**src/rtl/input_conditioner.sv**
```systemverilog
// input_conditioner
// Turns the raw SoCKit push-buttons and slide switches into clean control
// signals for the LED blinker. Every raw bit goes through a two-flop
// synchronizer and a counter-based debouncer. The two keys then get
// press-edge detection, so one press gives one single-cycle pulse. The four
// switches become a stable delay value.
//
// Channel map (index into the 6-bit channel vectors):
//   0 : key_n[0] -> btn_reset pulse
//   1 : key_n[1] -> btn_pause pulse
//   2..5 : sw[0..3] -> delay[0..3]

module input_conditioner #(
   parameter int DEBOUNCE_CYCLES = 500000,  // stable cycles needed to accept a level, >= 2
   parameter int CNT_WIDTH       = 20       // 2**CNT_WIDTH must exceed DEBOUNCE_CYCLES
) (
   input  logic       clk,
   input  logic       reset,      // synchronous, active high
   input  logic [1:0] key_n,      // raw active-low push-buttons, asynchronous
   input  logic [3:0] sw,         // raw slide switches, asynchronous
   output logic       btn_reset,  // one-cycle pulse per debounced press of key_n[0]
   output logic       btn_pause,  // one-cycle pulse per debounced press of key_n[1]
   output logic [3:0] delay       // debounced switch levels
);

   localparam int NCH = 6;

   // Keys idle high (released), switches idle low.
   localparam logic [NCH-1:0] IDLE_LEVEL = 6'b00_0011;

   // Terminal count: the N-th consecutive disagreeing edge is the accept edge.
   localparam logic [CNT_WIDTH-1:0] CNT_MAX = CNT_WIDTH'(DEBOUNCE_CYCLES - 1);

   logic [NCH-1:0]       raw;
   logic [NCH-1:0]       s1_q;
   logic [NCH-1:0]       s2_q;
   logic [NCH-1:0]       stable_q;
   logic [NCH-1:0]       stable_d;
   logic [NCH-1:0]       accept;
   logic [CNT_WIDTH-1:0] cnt_q [NCH];
   logic [CNT_WIDTH-1:0] cnt_d [NCH];
   logic [1:0]           btn_q;
   logic [1:0]           btn_d;

   assign raw = {sw, key_n};

   // Two-flop synchronizer for every raw input; only s2 is used downstream.
   always_ff @(posedge clk) begin
      // NOTE: reset here is sampled on the clock edge like any other input,
      // so it belongs inside the clocked branch rather than the sensitivity list.
      if (reset) begin
         s1_q <= IDLE_LEVEL;
         s2_q <= IDLE_LEVEL;
      end else begin
         // NOTE: non-blocking so s2 takes the old s1, giving two real stages.
         s1_q <= raw;
         s2_q <= s1_q;
      end
   end

   // Debounce rule per channel: agreement clears the count, N consecutive
   // disagreeing edges accept the new level, and the count never wraps.
   always_comb begin
      // NOTE: every output of this block gets a default first, so no path
      // leaves a signal unassigned and no latch can be inferred.
      stable_d = stable_q;
      accept   = '0;
      for (int ch = 0; ch < NCH; ch++) begin
         cnt_d[ch] = cnt_q[ch];
         if (s2_q[ch] == stable_q[ch]) begin
            cnt_d[ch] = '0;
         end else if (cnt_q[ch] == CNT_MAX) begin
            stable_d[ch] = s2_q[ch];
            accept[ch]   = 1'b1;
            cnt_d[ch]    = '0;
         end else begin
            cnt_d[ch] = cnt_q[ch] + CNT_WIDTH'(1);
         end
      end
      // A press is an accept edge on a key channel whose new level is low.
      btn_d = accept[1:0] & ~s2_q[1:0];
   end

   // Accepted levels, debounce counters and registered key pulses.
   always_ff @(posedge clk) begin
      if (reset) begin
         stable_q <= IDLE_LEVEL;
         btn_q    <= '0;
         // NOTE: the counters are a small register array, not a RAM, so they
         // are cleared here to drop any partial count across reset.
         for (int ch = 0; ch < NCH; ch++) begin
            cnt_q[ch] <= '0;
         end
      end else begin
         stable_q <= stable_d;
         btn_q    <= btn_d;
         for (int ch = 0; ch < NCH; ch++) begin
            cnt_q[ch] <= cnt_d[ch];
         end
      end
   end

   assign btn_reset = btn_q[0];
   assign btn_pause = btn_q[1];
   assign delay     = stable_q[5:2];

endmodule

```
**config.mk**
```make
export PLATFORM = sky130hd
export DESIGN_NAME = input_conditioner
export DESIGN_NICKNAME = d
export VERILOG_FILES = /design/src/rtl/input_conditioner.sv
export SDC_FILE = /design/constraint.sdc
export NUM_CORES = 1
export LEC_CHECK = 0
export ABC_AREA = 0
export CAP_MARGIN = 15
export CORE_MARGIN = 2
export CORE_UTILIZATION = 52
export CTS_BUF_LIST = sky130_fd_sc_hd__clkbuf_4
export DETAILED_ROUTE_END_ITERATION = 6
export PLACE_DENSITY = 0.71
export SLEW_MARGIN = 10
export SYNTH_ARGS = -nofsm -noshare
export SYNTH_HDL_FRONTEND = slang
export SYNTH_SLANG_ARGS = --single-unit
export TNS_END_PERCENT = 30
```
**constraint.sdc**
```tcl
create_clock -name clk -period 2 [get_ports clk]
set_input_delay 0.2 -clock clk [delete_from_list [all_inputs] [get_ports clk]]
set_output_delay 0.2 -clock clk [all_outputs]
set_load 0.02 [all_outputs]
```
==> Yosys cells after proc, flatten, opt, wreduce, memory -nomap -nowiden <==
Memories as Yosys holds them, arrays and structs flattened.
Cells that the tools add are included.
{ "word_totals": {"regBits": 20, "latchBits": 0, "ramBits": 120, "mem_bits_ro": 0, "input_bits": 8, "out_inout_bits": 6, "wordCells": 73, "mem_count": 1} }
{ "classes": {"n_addsub": 6, "n_mul": 0, "div_mod_pow": 0, "magnitude_cmp": 0, "n_eq_ne": 12, "n_shift": 0, "mux": 25, "bitwise": 14, "reduce_logical": 6} }
{ "mem_list": {"columns": ["name", "words", "word_bits", "rd", "rd_clocked_by_memory_dff", "wr", "line", "text"], "rows": [
  ["cnt_q", 6, 20, 6, 0, 6, "40", "logic [CNT_WIDTH-1:0] cnt_q [NCH];"]
]} }
{ "op_table": {"columns": ["operator", "n"], "rows": [
  ["$mux W20", 18],
  ["$add A20 B1 Y20 const B", 6],
  ["$eq A20 B19 Y1 const B", 6],
  ["$reduce_and A2 Y1", 6],
  ["$mux W1", 7],
  ["$eq A1 B1 Y1", 6],
  ["$not A1 Y1", 6],
  ["$or A1 B1 Y1", 6],
  ["$and A2 B2 Y2", 1],
  ["$not A2 Y2", 1]
]} }

==> Longest topological paths before layout <==
Gate-level depths: netlist of the first run.
{ "logic_depth": {"word_depth": 4, "mapped_depth": 7, "mapped_depth_nobuf": 5} }

==> Worst setup path before layout of the first run <==
Ideal clock, no wire load.
{ "synth_path": {"path_kind": "reg-to-reg", "from": "memory cnt_q[0][0]", "to": "memory cnt_q[0][10]", "setup_ps": 117, "arrival_time_ps": 1786, "required_time_ps": 1883, "path_slack_ps": 96, "path_stages_with_launch": 8, "n_path_buf": 2, "period_less_slack_ps": 1904, "path_cell_list": "dfxtp_1 ha_1 and3_1 clkbuf_1 nand4_1 o21bai_1 buf_2 nor2_1"} }
{ "synth_lines": {"columns": ["item", "line"], "rows": [
  ["from (decl)", "40"]
]} }

==> run_results.csv, run 1 <==
group,metric,value,unit
synthesis,yosys_register_bits,140,
worst_setup_path,cp.required,2440,ps
cts,cts_sinks,140,
drt,ant_nets,0,
cts,cts_tree,"built",
cts,clk_pin_slew,110,ps
die,die_h,112,um
global_route,antenna_found_initial,0,
cts,htree_levels,4,
worst_setup_path,path_buf_inv,2,
drt,wl,12.1,mm
synthesis,async_flop_share,0,%
flow_run,drv_cap,0,
cts,cts_buffers,17,
worst_setup_path,worstPathArrival,2410,ps
status,status,"complete, no violations",
layout,nets,760,
worst_setup_path,crit_type,"flip-flop to flip-flop",
sta,worst_pin_slew,435,ps
synthesis,yosys_warnings,0,
layout,nFillCells,1013,
pwr,power_leakage,0.00213,uW
worst_setup_path,crit_fanout,7,
layout,multi_input_area,0.00314,mm^2
worst_setup_path,path_cells,"ha_4 > nand4_1 > buf_4 > or4_4 > o21ai_4 > buf_6 > nor2_1",
synthesis,synth.distinct_cells,41,
layout,fin_util,60.9,%
cts,clock_latency,550,ps
die,start_util,53.3,%
drt,viasPerCell,5.51,
layout,seqCellArea,0.00281,mm^2
drt,via_count,4974,
die,top_level_ports,14,
sta,relSlewSlack,70.6,%
min_path,hp-class,"primary input to flip-flop",
sta,timing.fmax,509,MHz
worst_setup_path,slowest_stage,"or4_4",
sta,skew,13.7,ps
synthesis,syn_area_per_cell,8.81,um^2
sta,timing.hold.ws,196,ps
placement,place_hpwl,8.28,mm
cts,cts_root_buf,"clkbuf_4",
worst_setup_path,cpPeakStageDelay,570,ps
global_route,grt_pass1_vias,4697,
sta,setup_viol,0,
sta,hold_viol,0,
die,num_rows,39,
global_route,grt_max_degree,21,
worst_setup_path,start_kind,"flip-flop",
global_route,grt_pass1_wl,20.7,mm
synthesis,ys_seq_area_share,46.0,%
sta,min_period,1960,ps
synthesis,syn-cell-area,0.00609,mm^2
placement,numPortBuffers,13,
worst_setup_path,cpLargestDelayFamily,"simple AND/OR/NAND/NOR gates",
global_route,gr-usage-all-layers,19.9,%
layout,antennaDiodeCount,0,
drt,drtIter0Drc,269,
synthesis,synth-edff-count,0,
pwr,ir_worst_vdd,730,uV
die,core_area,0.0114,mm^2
global_route,grt_overflow,0,
pwr,pwr_density_cell,653,mW/mm^2
layout,final_cell_count_no_fill,902,
synthesis,synthCells,691,
synthesis,syn_nets,705,
sta,fin_crit_sh,98.1,%
worst_setup_path,end_kind,"flip-flop",
synthesis,synth_ff_type,"dfxtp_1",
drt,route.detailed.drc,0,
die,die_w,112,um
layout,final_layout_size_suffix_gt1_share,13.4,%
cts,holdBufCountCts,0,
die,die_area,0.0126,mm^2
placement,dp.cells,867,
sta,slew_viol_final,0,
drt,post_drt_wl_per_cell,13.4,um
drt,dr.pass1.iters,5,
cts,clockBufferDepth,2,
placement,place_congestion,0.866,
layout,syn_to_final_growth,14.2,%
-- cells in the mapped netlist, types with 12 or more instances --
| library cell | count | share of area [%] |
|---|---|---|
| and4_1 | 12 | 1.7 |
| nor4_1 | 15 | 1.5 |
| nand3_1 | 36 | 3.0 |
| xnor2_1 | 50 | 7.2 |
| dfxtp_1 | 140 | 46 |
| nor2_1 | 102 | 6.3 |
| or4_1 | 14 | 1.7 |
| xor2_1 | 37 | 5.3 |
| inv_1 | 25 | 1.5 |
| nand2_1 | 36 | 2.2 |
| o21ai_0 | 26 | 2.1 |
| a21oi_1 | 29 | 2.4 |
| or3_1 | 28 | 2.9 |
| nand4_1 | 41 | 4.2 |
| nor3_1 | 17 | 1.4 |
-- layout by cell type, fill, tap and decap left out, types with 2 or more instances in the layout --
cell type,instances
a21oi_1,29
and3_1,4
and4_1,12
buf_4,38
buf_6,6
clkbuf_4,24
clkdlybuf4s50_1,13
clkinv_2,5
clkinvlp_4,2
dfxtp_1,136
dfxtp_2,4
ha_1,4
inv_1,25
nand2_1,36
nand2b_1,2
nand3_1,36
nand4_1,41
nand4b_1,2
nand4bb_1,2
nor2_1,102
nor2b_1,10
nor3_1,17
nor4_1,14
nor4b_1,8
o211ai_1,4
o21a_1,2
o21ai_0,26
o31ai_1,2
o41ai_1,2
or2_2,5
or3_1,28
or3b_2,2
or4_1,8
or4_4,7
or4b_1,3
xnor2_1,50
xor2_1,37
-- state kept, by name, indices dropped and copies added, names as in the netlist --
register,count
btn_q,2
cnt_q,120
s1_q,6
s2_q,6
stable_q,6
-- worst register-to-register path, delay by kind of cell (launching register included) --
kind	cells	cell delay, ps
flip-flops	1	370
buffers and inverters	2	350
adder cells (fa/ha/maj)	1	160
AO/OA/AOI/OAI	1	250
AND/OR/NAND/NOR	3	740
-- timing repair --
action,4_1_cts,5_1_grt
pin swaps,0,2
cloned,0,1
setup buffers,0,2
hold endpoints to repair,0,0
resized for setup,1,23
endpoints found under the setup margin,4,59
-- worst paths after layout --
kind,start,endpoint,slack [ps],cells past startpoint
max,cnt_q[2][0],cnt_q[2][3],40,7
min,sw[3],s1_q[5],200,2
max reg2reg,cnt_q[2][0],cnt_q[2][3],40,7
min reg2reg,s1_q[0],s2_q[0],420,1
-- routing by layer --
layer / global-route usage [%] / share of wire (%) / vias to the layer above
li1: - / - / 2552
met1: 23.9 / 45 / 2340
met2: 33.7 / 51 / 70
met3: 6.48 / 3.1 / 12
met4: 6.91 / 1.2 / 0
met5: 0 / 0 / -
-- power by group --
group	internal (uW)	switching (uW)	leakage [uW]
registers	2800	8.83	0.00113
clock network	702	952	0.000144
logic	35.8	41.3	0.000858
total	3540	1000	0.00213
-- logic make-up (layout without fill, tap and decap cells) --
family / count (synthesis) / in the layout / share of synthesized area, %
and+or+nand+nor: 342 / 342 / 30.4
adders and majority gates: 6 / 6 / 1.23
buffers and inverters: 46 / 114 / 3.29
xor gates and xnor gates: 87 / 87 / 12.5
AOI/OAI and AO/OA: 70 / 70 / 6.49
DFF: 140 / 140 / 46.0
-- cell type report --
class / instances / share of cell area [%]
flip-flops and latches: 140 / 40.4
clock buffers: 24 / 2.59
clock inverters: 8 / 1.01
inverters: 25 / 1.35
repair buffers: 57 / 6.94
well taps: 143 / 2.57
multi-input cells: 505 / 45.2
-- metrics by stage --
step | total power [uW] | area, um^2 | setup TNS [ps] | setup WS, ps
floorplan | 2910 | 6090 | 0 | 96.3
global placement | 2940 | 6600 | 0 | 90.5
detailed placement | 2950 | 6600 | 0 | 37.5
CTS | 4590 | 6850 | 0 | 7.95
global route | 4750 | 6950 | -88.9 | -18.8
finish | 4540 | 6950 | 0 | 37.1
No activity file was read; power rests on OpenSTA's default activity.
==> run 2: changes to the inputs <==
- CORE_MARGIN: 2 -> 3
- CTS_BUF_LIST: sky130_fd_sc_hd__clkbuf_4 -> sky130_fd_sc_hd__clkbuf_16
- PLACE_DENSITY: 0.71 -> 0.75
==> run_results.csv, run 2 (synthesis results as in run 1) <==
group,metric,value,unit
drt,dr.pass1.iters,5,
die,die_w,114,um
worst_setup_path,crit_type,"flip-flop to flip-flop",
cts,clock_latency,410,ps
cts,cts_sinks,140,
layout,antennaDiodeCount,0,
layout,final_cell_count_no_fill,906,
die,start_util,54.7,%
pwr,power,6240,uW
global_route,use_met1,23.7,%
worst_setup_path,crit_fanout,10,
layout,final_layout_size_suffix_gt1_share,14.4,%
global_route,gr-usage-all-layers,20.1,%
placement,place_hpwl,8.53,mm
global_route,grt-busiest-layer,"met2",
cts,htree_levels,4,
placement,dp.cells,869,
drt,ant_nets,0,
cts,cts_buffers,17,
pwr,power_leakage,0.00234,uW
drt,via_count,5161,
layout,largest_register_ff_count,120,
cts,cts_tree,"built",
layout,nets,767,
sta,hold_viol,0,
pwr,ir_worst_vdd,844,uV
global_route,grt_pass1_wl,21.4,mm
layout,final_common_cell,"dfxtp_1",
drt,post_drt_wl_per_cell,14.4,um
cts,cts_root_buf,"clkbuf_16",
layout,top_register,"cnt_q",
worst_setup_path,cp.required,2300,ps
drt,route.detailed.drc,0,
global_route,grt_pass1_vias,4863,
sta,setup_viol,0,
die,core_area,0.0111,mm^2
min_path,hp-class,"primary input to flip-flop",
layout,syn_to_final_growth,21.2,%
status,status,"complete, no violations",
die,die_h,114,um
cts,clk_pin_slew,60,ps
sta,relSlewSlack,71.7,%
sta,slew_viol_final,0,
sta,min_period,1980,ps
sta,timing.fmax,505,MHz
global_route,groute.layer.met3.usage,5.13,%
worst_setup_path,worstPathArrival,2280,ps
global_route,antenna_found_initial,0,
sta,worst_pin_slew,420,ps
drt,wl,13.1,mm
die,die_area,0.0130,mm^2
die,num_rows,38,
global_route,gr-usage-met2,35.3,%
placement,numPortBuffers,13,
cts,clockBufferDepth,2,
drt,drtIter0Drc,297,
cts,holdBufCountCts,0,
sta,rsz0062_at_grt,"yes",
worst_setup_path,end_kind,"flip-flop",
global_route,grt_max_degree,21,
drt,viasPerCell,5.70,
worst_setup_path,rrSetupSlack,20,ps
flow_run,drv_cap,0,
sta,skew,8.83,ps
pwr,pwr_density_cell,846,mW/mm^2
worst_setup_path,start_kind,"flip-flop",
layout,final_cell_mix,"dfxtp_1, nor2_1, xnor2_1, buf_4, nand4_1",
sta,fin_crit_sh,99.0,%
placement,place_congestion,0.842,
global_route,grt_overflow,0,
die,top_level_ports,14,
run 2: critical path: stages (launching register included):
cell     delay [ps]
dfxtp_1         300
or4_1           510
or4_4           570
o21ai_4         250
buf_6           180
a21oi_1          50
run 2: layout make-up:
type	count	area (um^2)
fill	863	3740
inverter	25	93.8
sequential	140	2810
clock buffer	17	425
timing repair buffer	64	528
clock inverter	15	206
tap	140	175
multi-input combinational	505	3140
run 2: final timing paths:
kind                      from  cells after the start           end
setup reg to reg  cnt_q[2][12]                      5  cnt_q[2][19]
hold reg to reg        s1_q[0]                      1       s2_q[0]
hold / removal           sw[2]                      2       s1_q[4]
setup / recovery  cnt_q[2][12]                      5  cnt_q[2][19]
run 2: routing by layer:
layer	vias to the layer above	part of all wire, %
met5	-	0
met3	18	3.3
met4	0	1.2
met2	98	51
met1	2479	44
li1	2566	-
run 2: metrics by stage:
step | hold slack (ps) | setup TNS, ps | area, um^2 | setup slack (ps) | util (%)
floorplan | 304 | 0 | 6090 | 96.3 | -
global placement | 395 | 0 | 6630 | 70.8 | 59.6
detailed placement | 398 | 0 | 6630 | 41.6 | 59.6
CTS | 322 | 0 | 7270 | 25.8 | 65.3
global route | 335 | -287 | 7380 | -24.8 | 66.3
finish | 336 | 0 | 7380 | 20.8 | 66.3
run 2: power breakdown:
| part | leakage, uW | total (uW) | switching, uW | internal, uW |
|---|---|---|---|---|
| combinational | 0.000897 | 80.3 | 43.5 | 36.8 |
| sequential | 0.00113 | 2810 | 8.76 | 2800 |
| clock | 0.000312 | 3350 | 1160 | 2190 |
run 2: repair_timing:
item / CTS / global route
gates resized for setup: 1 / 32
endpoints found under the setup margin: 2 / 41
pin swaps: 0 / 5
setup buffers: 0 / 2
gates cloned: 0 / 3
==> run 3: changes to the inputs <==
- ABC_AREA: 0 -> 1
- CAP_MARGIN: 15 -> default
==> run_results.csv, run 3 <==
group,metric,value,unit
layout,final_common_cell,"nand2_1",
sta,rsz0062_at_grt,"no",
layout,final_layout_size_suffix_gt1_share,6.30,%
sta,fin_crit_sh,87.2,%
drt,wl,13.7,mm
min_path,hp-class,"primary input to flip-flop",
worst_setup_path,worstPathArrival,2040,ps
cts,clockBufferDepth,2,
synthesis,ys_top_cells_by_count,"nand2_1, nor2_1, dfxtp_1",
sta,timing.hold.ws,288,ps
pwr,power_leakage,0.00247,uW
status,status,"complete, no violations",
synthesis,synth-edff-count,0,
synthesis,synthCells,1030,
cts,post-cts-setup-buffer-count,0,
synthesis,ys_seq_area_share,40.1,%
drt,dr.pass1.iters,6,
synthesis,async_flop_share,0,%
worst_setup_path,start_kind,"flip-flop",
cts,holdBufCountCts,0,
layout,nets,1064,
global_route,grt_pass1_wl,24.4,mm
placement,numPortBuffers,13,
synthesis,synth-xor-area-share,7.39,%
drt,drtIter0Drc,394,
sta,worst_pin_slew,449,ps
global_route,gr-usage-all-layers,20.0,%
placement,place_hpwl,9.85,mm
layout,syn_to_final_growth,11.4,%
global_route,grt_max_degree,21,
worst_setup_path,crit_fanout,20,
synthesis,synth_area_leaders,"dfxtp_1, nand2_1, nor2_1",
cts,clk_pin_slew,60,ps
die,start_util,54.3,%
pwr,pwr_density_cell,750,mW/mm^2
die,die_w,122,um
worst_setup_path,crit_type,"flip-flop to flip-flop",
sta,setup_viol,0,
die,core_area,0.0129,mm^2
drt,post_drt_wl_per_cell,11.1,um
placement,place_congestion,0.927,
cts,cts_tree,"built",
synthesis,synth_top_family_by_area,"simple AND/OR/NAND/NOR gates",
global_route,antenna_found_initial,0,
synthesis,synth.distinct_cells,31,
synthesis,synthAdderAreaFrac,1.07,%
cts,clock_latency,420,ps
synthesis,synth-simple-area-share,39.7,%
synthesis,synth_ff_type,"dfxtp_1",
die,num_rows,41,
cts,cts_buffers,17,
synthesis,synth_compound_gate_area_share,4.52,%
synthesis,yosys_register_bits,140,
sta,hold_viol,0,
sta,setup_tns,0,ps
synthesis,synth_top_area_cell,"dfxtp_1",
synthesis,yosysTopAreaCellShare,40.1,%
sta,relSlewSlack,70.0,%
pwr,power,5850,uW
drt,route.detailed.drc,0,
sta,min_period,1740,ps
synthesis,syn-cell-area,0.00700,mm^2
worst_setup_path,end_kind,"flip-flop",
layout,multi_input_area,0.00368,mm^2
synthesis,post-synth-top-count-cell,"nand2_1",
drt,ant_nets,0,
sta,slew_viol_final,0,
layout,seqCellArea,0.00280,mm^2
layout,antennaDiodeCount,0,
layout,nFillCells,1196,
global_route,grt_pass1_vias,5625,
sta,skew,9.59,ps
synthesis,muxShareOfSynthArea,0,%
cts,cts_root_buf,"clkbuf_16",
layout,final_cell_mix,"nand2_1, nor2_1, dfxtp_1, inv_1, nand3_1",
synthesis,yosys_warnings,0,
drt,viasPerCell,4.91,
cts,htree_levels,4,
cts,cts_resized,0,
global_route,grt_overflow,0,
sta,timing.fmax,574,MHz
flow_run,drv_cap,0,
synthesis,syn_area_per_cell,6.79,um^2
synthesis,syn_nets,1044,
worst_setup_path,cp.required,2290,ps
layout,largest_register_ff_count,120,
die,die_h,122,um
layout,top_register,"cnt_q",
die,top_level_ports,14,
drt,via_count,6066,
die,die_area,0.0149,mm^2
pwr,ir_worst_vdd,658,uV
cts,cts_sinks,140,
## run 3: cell types whose count changed in the layout (fill, tap and decap cells not counted), sizes merged, moves of 13 or more
cell   change
nor3      -13
nand3     +27
o21ai     -19
or4       -15
or3       -28
nor2     +165
buf       -48
nand2    +227
nor4      -15
or2       +14
xnor2     -30
inv       +76
nand4     -24
## run 3: final timing paths
check	startpoint	endpoint	slack (ps)	cells past startpoint
setup / recovery	cnt_q[1][0]	cnt_q[1][11]	260	8
hold / removal	sw[3]	s1_q[5]	290	3
setup reg to reg	cnt_q[1][0]	cnt_q[1][11]	260	8
hold reg to reg	s1_q[4]	s2_q[4]	400	2
## run 3: kinds of logic (layout without fill, tap and decap cells)
family | Yosys count | count (layout)
compound gates | 57 | 57
buf+inv | 117 | 150
xor+xnor | 59 | 59
flops | 140 | 140
simple gates | 651 | 651
fa+ha+maj | 6 | 6
## run 3: worst max-delay path: stages (launching register included)
cell and delay (ps):
dfxtp_1 380, ha_1 260, inv_2 70, nor2_4 170
inv_2 50, nor2_2 130, nand3_2 120, nand2_2 330
nor2_1 100
## run 3: cell type report
class	instances	share of cell area, %
sequential	140	35.9
timing repair buffer	16	1.96
clock inverter	15	1.72
tap	172	2.76
clock buffer	17	5.46
inverter	102	4.91
multi-input combinational	773	47.2
## run 3: power by group
| part | switching (uW) | total, uW | internal (uW) | leakage (uW) |
|---|---|---|---|---|
| sequential | 7.49 | 2810 | 2800 | 0.00113 |
| clock | 1160 | 2960 | 1800 | 0.000275 |
| combinational | 43.0 | 72.6 | 29.6 | 0.00107 |
## run 3: through the flow
| step | utilization, % | cell area [um^2] | cells | setup WS, ps |
|---|---|---|---|---|
| after floorplan | - | 7000 | 1030 | 588 |
| after global placement | 56.2 | 7240 | 1203 | 288 |
| after detailed placement | 56.2 | 7240 | 1203 | 203 |
| after CTS | 60.5 | 7800 | 1235 | 238 |
| after global routing | 60.5 | 7800 | 1235 | 90.6 |
| final | 60.5 | 7800 | 1235 | 257 |
## run 3: routing by layer
layer  wire length (um)  vias up  share of wire (%)  global-route usage [%]
met2               6280      107                 46                    32.2
met5                  0        -                  0                       0
met3                553       20                4.0                    4.87
met1               6690     2694                 49                    26.2
met4                176        0                1.3                    6.79
li1                   -     3245                  -                       -
